**src/rtl/memory_access_if.sv**
```systemverilog
// -----------------------------------------------------------------------------
// memory_access_if
//
// Data-memory request/acknowledge bus between the memory_access pipeline stage
// (master) and the data memory (slave).
//
// Signals:
//   req    master->slave  request valid, held until ack
//   we     master->slave  1 = write, 0 = read
//   addr   master->slave  word-aligned byte address
//   wdata  master->slave  lane-replicated store data
//   be     master->slave  byte enables, bit i enables byte lane i
//   ack    slave->master  transaction complete, rdata valid this cycle
//   rdata  slave->master  read data
// -----------------------------------------------------------------------------
interface memory_access_if #(
    parameter int ADDR_W = 32,
    parameter int DATA_W = 32
);
    logic              req;
    logic              we;
    logic [ADDR_W-1:0] addr;
    logic [DATA_W-1:0] wdata;
    logic [3:0]        be;
    logic              ack;
    logic [DATA_W-1:0] rdata;

    modport master (
        output req, we, addr, wdata, be,
        input  ack, rdata
    );

    modport slave (
        input  req, we, addr, wdata, be,
        output ack, rdata
    );
endinterface

```
**src/rtl/memory_access.sv**
```systemverilog
// -----------------------------------------------------------------------------
// memory_access
//
// Pipeline stage following execute. Non-memory instructions pass straight
// through in one cycle. Loads and stores run a request/acknowledge transaction
// on the data-memory bus, with load data aligned and extended before
// write-back. The upstream pipeline is stalled while a transaction is pending.
//
// Ports:
//   clk, reset               rising-edge clock, asynchronous active-low reset
//   pipeline_in_valid        input bundle valid
//   PC_in, mem_op, mem_size  instruction PC, memory op (00 none, 01 load,
//                            10 store, 11 none), access size (00 b, 01 h, 10 w)
//   load_unsigned            zero-extend (1) or sign-extend (0) loads
//   alu_result               effective address or non-memory result
//   store_data, rd_addr      store operand, destination register
//   excep_in                 upstream exception vector
//   flush, stall_in          squash this stage, downstream stall
//   stall_req                upstream must hold
//   dmem                     data-memory bus (master side)
//   pipeline_out_valid       output bundle valid
//   PC_out, rd_addr_out      PC and destination register of output instruction
//   wb_data, wb_en           write-back value and register-file write enable
//   excep_out                exception vector, bit 0 = misaligned access
// -----------------------------------------------------------------------------
module memory_access #(
    parameter int ADDR_W = 32,
    parameter int DATA_W = 32,
    parameter int EX_W   = 4
) (
    input  logic              clk,
    input  logic              reset,

    input  logic              pipeline_in_valid,
    input  logic [ADDR_W-1:0] PC_in,
    input  logic [1:0]        mem_op,
    input  logic [1:0]        mem_size,
    input  logic              load_unsigned,
    input  logic [DATA_W-1:0] alu_result,
    input  logic [DATA_W-1:0] store_data,
    input  logic [4:0]        rd_addr,
    input  logic [EX_W-1:0]   excep_in,
    input  logic              flush,
    input  logic              stall_in,
    output logic              stall_req,

    memory_access_if.master   dmem,

    output logic              pipeline_out_valid,
    output logic [ADDR_W-1:0] PC_out,
    output logic [4:0]        rd_addr_out,
    output logic [DATA_W-1:0] wb_data,
    output logic              wb_en,
    output logic [EX_W-1:0]   excep_out
);

    typedef enum logic [1:0] {
        IDLE     = 2'd0,
        WAIT_ACK = 2'd1,  // request outstanding
        DONE     = 2'd2,  // result buffered, waiting for downstream
        DRAIN    = 2'd3   // flushed while a request is outstanding
    } state_t;

    // Everything the write-back stage sees for one instruction.
    typedef struct packed {
        logic              valid;
        logic [ADDR_W-1:0] pc;
        logic [4:0]        rd;
        logic [DATA_W-1:0] data;
        logic              wb_en;
        logic [EX_W-1:0]   excep;
    } bundle_t;

    typedef struct packed {
        logic              req;
        logic              we;
        logic [ADDR_W-1:0] addr;
        logic [DATA_W-1:0] wdata;
        logic [3:0]        be;
    } request_t;

    // Instruction details kept while its transaction is in flight.
    typedef struct packed {
        logic [ADDR_W-1:0] pc;
        logic [4:0]        rd;
        logic [1:0]        size;
        logic              uns;
        logic [1:0]        offset;
        logic              is_load;
    } pending_t;

    localparam logic [1:0] OP_LOAD  = 2'b01;
    localparam logic [1:0] OP_STORE = 2'b10;
    localparam logic [1:0] SZ_BYTE  = 2'b00;
    localparam logic [1:0] SZ_HALF  = 2'b01;

    state_t   state_q, state_d;
    bundle_t  out_q, out_d;
    bundle_t  buf_q, buf_d;
    request_t req_q, req_d;
    pending_t pend_q, pend_d;

    // -------------------------------------------------------------------------
    // Load lane selection and extension
    // -------------------------------------------------------------------------
    function automatic logic [DATA_W-1:0] align_load(
        input logic [DATA_W-1:0] word,
        input logic [1:0]        offset,
        input logic [1:0]        size,
        input logic              uns
    );
        logic [7:0]  lane_b;
        logic [15:0] lane_h;
        lane_b = word[{offset, 3'b000} +: 8];
        lane_h = offset[1] ? word[31:16] : word[15:0];
        case (size)
            SZ_BYTE: align_load = uns ? {24'b0, lane_b} : {{24{lane_b[7]}}, lane_b};
            SZ_HALF: align_load = uns ? {16'b0, lane_h} : {{16{lane_h[15]}}, lane_h};
            default: align_load = word;
        endcase
    endfunction

    // -------------------------------------------------------------------------
    // Decode of the incoming instruction
    // -------------------------------------------------------------------------
    logic            is_mem;
    logic            misaligned;
    logic            issue;
    logic [EX_W-1:0] excep_all;
    logic [1:0]      offset;
    bundle_t         pass_bundle;
    bundle_t         mem_bundle;
    request_t        new_req;
    pending_t        new_pend;

    always_comb begin
        offset     = alu_result[1:0];
        is_mem     = (mem_op == OP_LOAD) || (mem_op == OP_STORE);
        // Sizes 10 and 11 are both treated as word accesses.
        misaligned = is_mem &&
                     (((mem_size == SZ_HALF) && offset[0]) ||
                      (mem_size[1] && (offset != 2'b00)));
        excep_all  = excep_in | {{(EX_W-1){1'b0}}, misaligned};
        // Any exception, including our own misalignment, suppresses the bus.
        issue      = is_mem && (excep_all == '0);

        pass_bundle.valid = 1'b1;
        pass_bundle.pc    = PC_in;
        pass_bundle.rd    = rd_addr;
        pass_bundle.data  = alu_result;
        pass_bundle.wb_en = (rd_addr != 5'd0) && (excep_all == '0);
        pass_bundle.excep = excep_all;

        new_req.req  = 1'b1;
        new_req.we   = (mem_op == OP_STORE);
        new_req.addr = {alu_result[ADDR_W-1:2], 2'b00};
        case (mem_size)
            SZ_BYTE: begin
                new_req.be    = 4'b0001 << offset;
                new_req.wdata = {4{store_data[7:0]}};
            end
            SZ_HALF: begin
                new_req.be    = 4'b0011 << {offset[1], 1'b0};
                new_req.wdata = {2{store_data[15:0]}};
            end
            default: begin
                new_req.be    = 4'b1111;
                new_req.wdata = store_data;
            end
        endcase

        new_pend.pc      = PC_in;
        new_pend.rd      = rd_addr;
        new_pend.size    = mem_size;
        new_pend.uns     = load_unsigned;
        new_pend.offset  = offset;
        new_pend.is_load = (mem_op == OP_LOAD);

        // Completed-transaction result; only meaningful while ack is high.
        mem_bundle.valid = 1'b1;
        mem_bundle.pc    = pend_q.pc;
        mem_bundle.rd    = pend_q.rd;
        mem_bundle.data  = pend_q.is_load
                         ? align_load(dmem.rdata, pend_q.offset, pend_q.size, pend_q.uns)
                         : '0;
        mem_bundle.wb_en = pend_q.is_load && (pend_q.rd != 5'd0);
        mem_bundle.excep = '0;
    end

    // -------------------------------------------------------------------------
    // Next-state and next-register logic
    // -------------------------------------------------------------------------
    always_comb begin
        // NOTE: every target gets its hold value first so no path through the
        // case statement can leave one unassigned and infer a latch.
        state_d = state_q;
        out_d   = out_q;
        buf_d   = buf_q;
        req_d   = req_q;
        pend_d  = pend_q;

        case (state_q)
            IDLE: begin
                if (flush) begin
                    out_d.valid = 1'b0;
                end else if (!stall_in) begin
                    if (pipeline_in_valid && issue) begin
                        req_d       = new_req;
                        pend_d      = new_pend;
                        out_d.valid = 1'b0;
                        state_d     = WAIT_ACK;
                    end else if (pipeline_in_valid) begin
                        out_d = pass_bundle;
                    end else begin
                        out_d.valid = 1'b0;
                    end
                end
            end

            WAIT_ACK: begin
                if (flush) begin
                    // The bus transaction cannot be withdrawn; only its result
                    // is dropped. If ack arrives now there is nothing to drain.
                    out_d.valid = 1'b0;
                    if (dmem.ack) begin
                        req_d.req = 1'b0;
                        state_d   = IDLE;
                    end else begin
                        state_d   = DRAIN;
                    end
                end else if (dmem.ack) begin
                    req_d.req = 1'b0;
                    if (stall_in) begin
                        buf_d   = mem_bundle;
                        state_d = DONE;
                    end else begin
                        out_d   = mem_bundle;
                        state_d = IDLE;
                        // stall_req drops in the ack cycle, so upstream
                        // advances now and its instruction must be taken.
                        // A pass-through result cannot share the output
                        // register this edge and is parked in DONE instead.
                        if (pipeline_in_valid && issue) begin
                            req_d   = new_req;
                            pend_d  = new_pend;
                            state_d = WAIT_ACK;
                        end else if (pipeline_in_valid) begin
                            buf_d   = pass_bundle;
                            state_d = DONE;
                        end
                    end
                end else if (!stall_in) begin
                    out_d.valid = 1'b0;
                end
            end

            DONE: begin
                if (flush) begin
                    out_d.valid = 1'b0;
                    state_d     = IDLE;
                end else if (!stall_in) begin
                    out_d   = buf_q;
                    state_d = IDLE;
                end
            end

            DRAIN: begin
                if (dmem.ack) begin
                    req_d.req   = 1'b0;
                    out_d.valid = 1'b0;
                    state_d     = IDLE;
                end
            end

            default: state_d = IDLE;
        endcase
    end

    // -------------------------------------------------------------------------
    // State register
    // -------------------------------------------------------------------------
    always_ff @(posedge clk or negedge reset) begin
        // NOTE: non-blocking assignments let every register sample the
        // pre-edge values, independent of statement order.
        if (!reset) begin
            state_q <= IDLE;
        end else begin
            state_q <= state_d;
        end
    end

    // -------------------------------------------------------------------------
    // Datapath registers
    // -------------------------------------------------------------------------
    always_ff @(posedge clk or negedge reset) begin
        // NOTE: the buffers are reset along with the visible outputs; an async
        // reset mid-transaction must drop dmem.req at once, and no stale
        // bundle can reappear after reset.
        if (!reset) begin
            out_q  <= '0;
            buf_q  <= '0;
            req_q  <= '0;
            pend_q <= '0;
        end else begin
            out_q  <= out_d;
            buf_q  <= buf_d;
            req_q  <= req_d;
            pend_q <= pend_d;
        end
    end

    // -------------------------------------------------------------------------
    // Outputs
    // -------------------------------------------------------------------------
    assign stall_req = stall_in
                     | ((state_q == WAIT_ACK) & ~dmem.ack)
                     | (state_q == DONE)
                     | (state_q == DRAIN);

    assign dmem.req   = req_q.req;
    assign dmem.we    = req_q.we;
    assign dmem.addr  = req_q.addr;
    assign dmem.wdata = req_q.wdata;
    assign dmem.be    = req_q.be;

    assign pipeline_out_valid = out_q.valid;
    assign PC_out             = out_q.pc;
    assign rd_addr_out        = out_q.rd;
    assign wb_data            = out_q.data;
    assign wb_en              = out_q.wb_en;
    assign excep_out          = out_q.excep;

endmodule

```
**src/flat_wrapper.sv**
```systemverilog
// flat-port wrapper written by rule: the top's interface ports become plain ports
module memory_access_flat 
#(
    parameter int ADDR_W = 32,
    parameter int DATA_W = 32,
    parameter int EX_W   = 4
)
  (clk, reset, pipeline_in_valid, PC_in, mem_op, mem_size, load_unsigned, alu_result, store_data, rd_addr, excep_in, flush, stall_in, stall_req, pipeline_out_valid, PC_out, rd_addr_out, wb_data, wb_en, excep_out, dmem_req, dmem_we, dmem_addr, dmem_wdata, dmem_be, dmem_ack, dmem_rdata);
  memory_access_if #(.ADDR_W(ADDR_W), .DATA_W(DATA_W)) dmem_i ();
  input  logic clk;
  input  logic reset;
  input  logic pipeline_in_valid;
  input  logic [ADDR_W-1:0] PC_in;
  input  logic [1:0] mem_op;
  input  logic [1:0] mem_size;
  input  logic load_unsigned;
  input  logic [DATA_W-1:0] alu_result;
  input  logic [DATA_W-1:0] store_data;
  input  logic [4:0] rd_addr;
  input  logic [EX_W-1:0] excep_in;
  input  logic flush;
  input  logic stall_in;
  output logic stall_req;
  output logic pipeline_out_valid;
  output logic [ADDR_W-1:0] PC_out;
  output logic [4:0] rd_addr_out;
  output logic [DATA_W-1:0] wb_data;
  output logic wb_en;
  output logic [EX_W-1:0] excep_out;
  output wire logic [$bits(dmem_i.req)-1:0] dmem_req;
  output wire logic [$bits(dmem_i.we)-1:0] dmem_we;
  output wire logic [$bits(dmem_i.addr)-1:0] dmem_addr;
  output wire logic [$bits(dmem_i.wdata)-1:0] dmem_wdata;
  output wire logic [$bits(dmem_i.be)-1:0] dmem_be;
  input wire logic [$bits(dmem_i.ack)-1:0] dmem_ack;
  input wire logic [$bits(dmem_i.rdata)-1:0] dmem_rdata;
  assign dmem_req = dmem_i.req;
  assign dmem_we = dmem_i.we;
  assign dmem_addr = dmem_i.addr;
  assign dmem_wdata = dmem_i.wdata;
  assign dmem_be = dmem_i.be;
  assign dmem_i.ack = dmem_ack;
  assign dmem_i.rdata = dmem_rdata;
  memory_access #(.ADDR_W(ADDR_W), .DATA_W(DATA_W), .EX_W(EX_W)) u_core (.clk(clk), .reset(reset), .pipeline_in_valid(pipeline_in_valid), .PC_in(PC_in), .mem_op(mem_op), .mem_size(mem_size), .load_unsigned(load_unsigned), .alu_result(alu_result), .store_data(store_data), .rd_addr(rd_addr), .excep_in(excep_in), .flush(flush), .stall_in(stall_in), .stall_req(stall_req), .dmem(dmem_i), .pipeline_out_valid(pipeline_out_valid), .PC_out(PC_out), .rd_addr_out(rd_addr_out), .wb_data(wb_data), .wb_en(wb_en), .excep_out(excep_out));
endmodule
```
**config.mk**
```make
export PLATFORM = sky130hd
export DESIGN_NAME = memory_access_flat
export DESIGN_NICKNAME = d
export VERILOG_FILES = /design/src/rtl/memory_access_if.sv /design/src/rtl/memory_access.sv /design/src/flat_wrapper.sv
export SDC_FILE = /design/constraint.sdc
export NUM_CORES = 1
export LEC_CHECK = 0
export CORE_UTILIZATION = 25
export DETAILED_ROUTE_END_ITERATION = 8
export GPL_TIMING_DRIVEN = 0
export SYNTH_ARGS = -nofsm -noshare
export SYNTH_HDL_FRONTEND = slang
export SYNTH_SLANG_ARGS = --single-unit
```
**constraint.sdc**
```tcl
create_clock -name clk -period 2.6 [get_ports clk]
set_clock_uncertainty 0.1 [all_clocks]
set_input_delay 0.52 -clock clk [delete_from_list [all_inputs] [get_ports clk]]
set_output_delay 0.52 -clock clk [all_outputs]
set_load 0.03 [all_outputs]
```
==> flow_summary.ini, run 1 <==
[finish]
fin_util_pct = 35.14
nets = 1854
drive_gt1_share_pct = 9.355
final_cells = 2410
final_cell_mix = 316 x nand2_1, 287 x clkdlybuf4s50_1, 262 x dfrtp_1
area_growth_pct = 38.95
mostFrequentLayoutCell = nand2_1

[synthesis]
ys_async_sr_fraction_pct = 100.0
synth_seq_cells = 263
yosysTopAreaCell = dfrtp_1
synth_simple_gate_area_share_pct = 15.69
synthAdderAreaFrac_pct = 0.6750
syn_avg_cell_area_sq_um = 9.479
yosys_warnings = 0
synth.top_cells.by_area = dfrtp_1 51%, nand2_1 9.2%, mux2i_1 6.6%
synth-compound-area-share_pct = 20.43
synthMuxAreaShare_pct = 7.511
synth_top_family_by_area = compound AO/OA/AOI/OAI gates
synth_edf_count = 0
synth_area_sq_um = 12980
synth-xor-area-share_pct = 0
synth_cell_types = 64
synth_top_area_share_pct = 50.72
synth_cells = 1369
ys_seq_area_share_pct = 50.72
synth_flop_cell = dfrtp_1

[clock_network]
cts-root-buf = clkbuf_16
clk_latency_ns = 0.57
numCtsBuffers = 31
htree_levels = 1
cts_tree = built
cts_max_path_buffers = 3
cts_sinks = 263
clkTransAtPathRegs_ns = 0.06

[critical_path]
cp.arrival_ns = 1.89
critical_path.endpoint_type = primary output
crit_path_top_delay_cell = dfrtp_1
cp_num_buf_inv = 3
startpoint_type = register
max_stage_delay_ns = 0.35
cp_top_family = buffers and inverters
path_class = register to primary output
crit_chain = inv_1 > ha_4 > buf_4 > nor2_4 > nand3_4 > buf_6
worstPathRequired_ns = 1.98
critPathMaxFanout = 10

[routing]
wl_per_cell_um = 21.20
ant_nets = 0
drt-pass1-iter-count = 9
drc = 0
wirelength_um = 51090
vias_per_cell = 5.023
dr.first_iter.drc_count = 1074
num_vias = 12105

[timing]
max_slew_margin_pct = 34.01
min_period_ns = 2.512
final_max_slew_viol_count = 0
tightest_slew_ns = 0.9863
layout_worst_path_cycle_share_pct = 96.62
clock.fmax_mhz = 398.1
hold_viol = 0
rsz0062_at_grt = no
setup_viol = 0

[placement]
hpwl_um = 37950
gp_congestion = 0.8964
dp_cells = 2342
io_buffers = 290

[global_route]
grt_pass1_wl_um = 76760
grtUsageTotal_pct = 18.96
grt-ovfl-total = 0
antenna_found_initial = 14
grt_pass1_vias = 12363
grt_max_degree = 119

[pwr]
powerDensity_nw_per_um2 = 1019
total_power_w = 0.01837
ir_drop_v = 0.0005476
p_leak_nw = 8.055

[floorplanning]
die_height_um = 229.8
die_w_um = 229.8
ios = 294
initial_utilization_pct = 25.29
coreArea_sq_um = 51300
rows = 83
dieArea_sq_um = 52820

[min_path]
hold_path.class = primary input to asynchronous set/reset pin

[run]
drv_cap = 0

[outcome]
status = completed
## cells in the mapped netlist, types with 2 or more instances
master and number:
nand2b_1 5, a32oi_1 7, mux2_1 6, a221oi_1 38
a2bb2oi_1 10, nor2b_1 25, buf_1 3, o21ai_1 6
mux2_2 5, clkbuf_1 63, inv_1 27, nand3b_1 9
nand4b_1 2, a21oi_1 100, buf_2 33, buf_4 9
a31oi_1 5, nand2_1 317, ha_1 7, nand3_1 6
o22a_1 7, nor3_1 4, mux2i_1 85, nor2_1 110
a22oi_1 10, and2_1 2, and3_1 3, o32a_1 7
o221ai_1 10, o21ai_0 49, a31o_2 3, o21a_1 18
a21o_1 16, buf_6 5, a222oi_1 31, dfrtp_1 263
o31ai_1 36
## kinds of logic (layout without fill, tap and decap cells)
group,after synthesis,after routing
simple gates,492,492
other cells,1,11
compound gates,369,369
mux,96,96
buf+inv,141,492
fa+ha+maj,7,7
flops,263,263
## final timing paths
check | start | end | slack, ns | cells past startpoint
worst max register to register | u_core.state_q[1] | u_core.wb_data[19] | 0.10 | 8
worst min register to register | u_core.wb_data[25] | u_core.wb_data[25] | 0.38 | 1
worst min-delay path | reset | u_core.wb_data[8] | 0.34 | 2
min in group clk | u_core.wb_data[25] | u_core.wb_data[25] | 0.38 | 1
worst max-delay path | u_core.state_q[0] | stall_req | 0.09 | 6
max in group asynchronous | reset | u_core.buf_q[71] | 1.04 | 3
## through the flow
stage               setup slack, ns  TNS (ns)  instance area, sq um  hold WS (ns)
finish                      0.08778         0                 18030        0.3403
global placement             -10.93  -3067.66                 16730        0.3598
detailed placement           -1.319   -213.69                 16790        0.3632
global route               0.004812         0                 18030        0.3623
CTS                        -0.06391  -0.06391                 17960        0.3413
floorplan                    0.2945         0                 12980        0.1244
## registers in the layout (all words and copies together), names as in the netlist, 2 cells and up
register / count
u_core.buf_q: 75
u_core.dmem.be: 4
u_core.state_q: 2
u_core.wb_data: 32
u_core.dmem.addr: 30
u_core.mem_bundle: 37
u_core.PC_out: 32
u_core.dmem.wdata: 32
u_core.excep_out: 4
u_core.rd_addr_out: 5
u_core.pend_q: 6
## cell type report
class	instances	area (sq um)
timing repair buffer	304	3055
fill	5247	33270
clock buffer	44	904.6
clock inverter	11	101.3
antenna	9	22.52
tap	680	850.8
multi-input combinational	966	5836
inverter	28	106.4
buffer	105	570.5
sequential	263	6583
## what timing repair did
action	in CTS	in global routing
resized for setup	45	20
hold buffers	1	0
endpoints found under the hold margin	46	0
setup endpoints to repair	239	143
setup buffers	8	3
pin swaps	3	1
## worst register-to-register path, stage by stage, from the launching register on
cell,delay (ns)
dfrtp_2,0.41
inv_2,0.08
ha_2,0.45
and4_1,0.21
clkbuf_1,0.25
clkbuf_1,0.46
a222oi_1,0.14
a21oi_1,0.23
a21o_1,0.11
## power by group
group / leakage (nW) / switching [W] / internal (W)
clock: 0.485 / 0.00184 / 0.00251
sequential: 3.39 / 0.000684 / 0.00530
combinational: 4.18 / 0.00484 / 0.00320
total: 8.06 / 0.00736 / 0.0110
## per-layer routing
layer | vias up | global-route usage, % | share of wire, %
li1 | 5526 | - | -
met1 | 5958 | 24.38 | 42
met2 | 507 | 30.17 | 46
met3 | 104 | 5.122 | 8.6
met4 | 10 | 7.388 | 3.2
met5 | - | 0 | 0.11
Power figures use the tool's default switching activity.
==> run 2, diff against run 1 <==
CTS_CLUSTER_DIAMETER = 60   (was not set)
==> run 2 against run 1 <==
Against the previous run: worst hold slack better by 0.0093 ns; global-route usage is 0.26 points higher; critical path type is now primary input to register; sequential power about the same; fmax decreased by 1.1%; via count increased by 0.71%; critical endpoint is now u_core.pend_q[5]; utilization grew 0.43 points; highest routed layer unchanged.
==> flow_summary.ini, run 2 (synthesis gave the netlist of run 1 again) <==
[global_route]
grt_pass1_wl_um = 77120
grt-ovfl-total = 0
grtUsageTotal_pct = 19.22
grt_max_degree = 119
grt_pass1_vias = 12433
antenna_found_initial = 14

[placement]
gp_congestion = 0.8964
hpwl_um = 37950
dp_cells = 2342
io_buffers = 290

[critical_path]
r2r_start = u_core.state_q[1]
cp.arrival_ns = 2.89
regToRegEndpoint = u_core.wb_data[23]
critical_path.endpoint_type = register
critPathMaxFanout = 10
path_class = primary input to register
startpoint_type = primary input
rrSetupSlack_ns = 0.11
worstPathRequired_ns = 2.95
worstRegToRegCells = 8

[pwr]
p_comb_share_pct = 42.3
ir_drop_v = 0.0005827
powerDensity_nw_per_um2 = 1043
power_switching_w = 0.007518
pwr-share-seq_pct = 31.5
p_int_w = 0.01151
swShare_pct = 39.51
p_leak_nw = 8.168
pwr-share-clk_pct = 26.2

[floorplanning]
initial_utilization_pct = 25.29
die_w_um = 229.8
coreArea_sq_um = 51300
die_height_um = 229.8
rows = 83
dieArea_sq_um = 52820
ios = 294

[routing]
num_vias = 12191
drt-pass1-iter-count = 7
wirelength_um = 51400
ant_nets = 0
drc = 0
vias_per_cell = 5.038
dr.first_iter.drc_count = 1205
wl_per_cell_um = 21.24

[timing]
max_slew_margin_pct = 32.87
min_period_ns = 2.539
setup_viol = 0
timing.hold.ws_ns = 0.3496
final_max_slew_viol_count = 0
hold_viol = 0
tns_ns = 0
layout_worst_path_cycle_share_pct = 97.67
tightest_slew_ns = 1.003
clock.fmax_mhz = 393.8

[finish]
largest_reg_flops = 75
nets = 1861
mostFrequentLayoutCell = nand2_1
drive_gt1_share_pct = 9.763
area_growth_pct = 40.64
final_cells = 2420
final_cell_mix = 316 x nand2_1, 286 x clkdlybuf4s50_1, 262 x dfrtp_1
regMostFlops = u_core.buf_q
fillers = 5220

[clock_network]
clkTransAtPathRegs_ns = 0.06
cts-root-buf = clkbuf_16
clk_latency_ns = 0.55
cts_tree = built
htree_levels = 2
numCtsBuffers = 35
cts_max_path_buffers = 3
cts_sinks = 263

[outcome]
status = completed

[min_path]
hold_path.class = primary input to register
worstHoldStart = alu_result[1]
hold_end = u_core.pend_q[2]
holdPathStages = 3

[run]
drv_cap = 0
run 2: cell types whose count changed in the layout (fill, tap and decap cells not counted), moves of 2 or more:
| cell | change |
|---|---|
| clkinv_2 | -3 |
| buf_6 | +2 |
| clkbuf_16 | +5 |
| inv_6 | +3 |
run 2: area by class of cell:
cell class | instances | area, sq um | area share, %
clock inverter | 12 | 153.9 | 0.8433
clock buffer | 50 | 1033 | 5.663
antenna | 9 | 22.52 | 0.1234
multi-input combinational | 966 | 5841 | 32.00
tap | 680 | 850.8 | 4.662
buffer | 106 | 586.8 | 3.215
inverter | 28 | 106.4 | 0.5828
timing repair buffer | 306 | 3073 | 16.84
sequential | 263 | 6583 | 36.07
run 2: worst max path at each step:
stage,start,endpoint
finish,mem_op[0],u_core.pend_q[5]
global route,mem_size[1],u_core.buf_q[30]
CTS,mem_op[0],u_core.dmem.addr[12]
detailed placement,mem_op[0],u_core.pend_q[4]
global placement,reset,u_core.rd_addr_out[0]
floorplan,stall_in,stall_req
run 2: repair_timing:
action / in CTS / in global routing
hold buffers: 1 / 0
hold endpoints to repair: 46 / 0
buffers inserted: 9 / 4
gates resized for setup: 52 / 14
setup endpoints to repair: 240 / 153
pin swaps: 4 / 1
run 2: through the flow:
step,total power (W),worst slack (ns),utilization [%],instance area (sq um)
4_1_cts,0.01915,0.001535,35.43,18180
6_report,0.01903,0.06059,35.57,18250
2_1_floorplan,0.01068,0.2945,-,12980
3_3_place_gp,0.01375,-10.93,32.62,16730
3_5_place_dp,0.01390,-1.319,32.74,16790
5_1_grt,0.02011,-0.0007347,35.57,18250
run 2: routing by layer:
metal  share of wire [%]  vias to the layer above  global-route usage (%)
met5                0.11                        -                       0
met4                 3.1                       10                   7.864
met3                 8.6                      105                   6.039
met2                  46                      524                   30.16
met1                  42                     6014                   24.39
li1                    -                     5538                       -
run 2: power groups by stage:
stage | logic, W | registers [W] | clock network [W]
after CTS | 0.00807 | 0.00598 | 0.00511
after detailed placement | 0.00786 | 0.00604 | 0
after global placement | 0.00776 | 0.00600 | 0
final | 0.00805 | 0.00599 | 0.00499
after floorplan | 0.00376 | 0.00692 | 0
after global routing | 0.00872 | 0.00612 | 0.00527
run 2: worst max-delay path, stage by stage:
cell and delay [ns]:
clkdlybuf4s50_1 0.51, inv_1 0.08, ha_4 0.26, nor3b_1 0.21
nand4_1 0.21, a211o_4 0.42, clkbuf_8 0.22, buf_2 0.21
o21ai_1 0.24
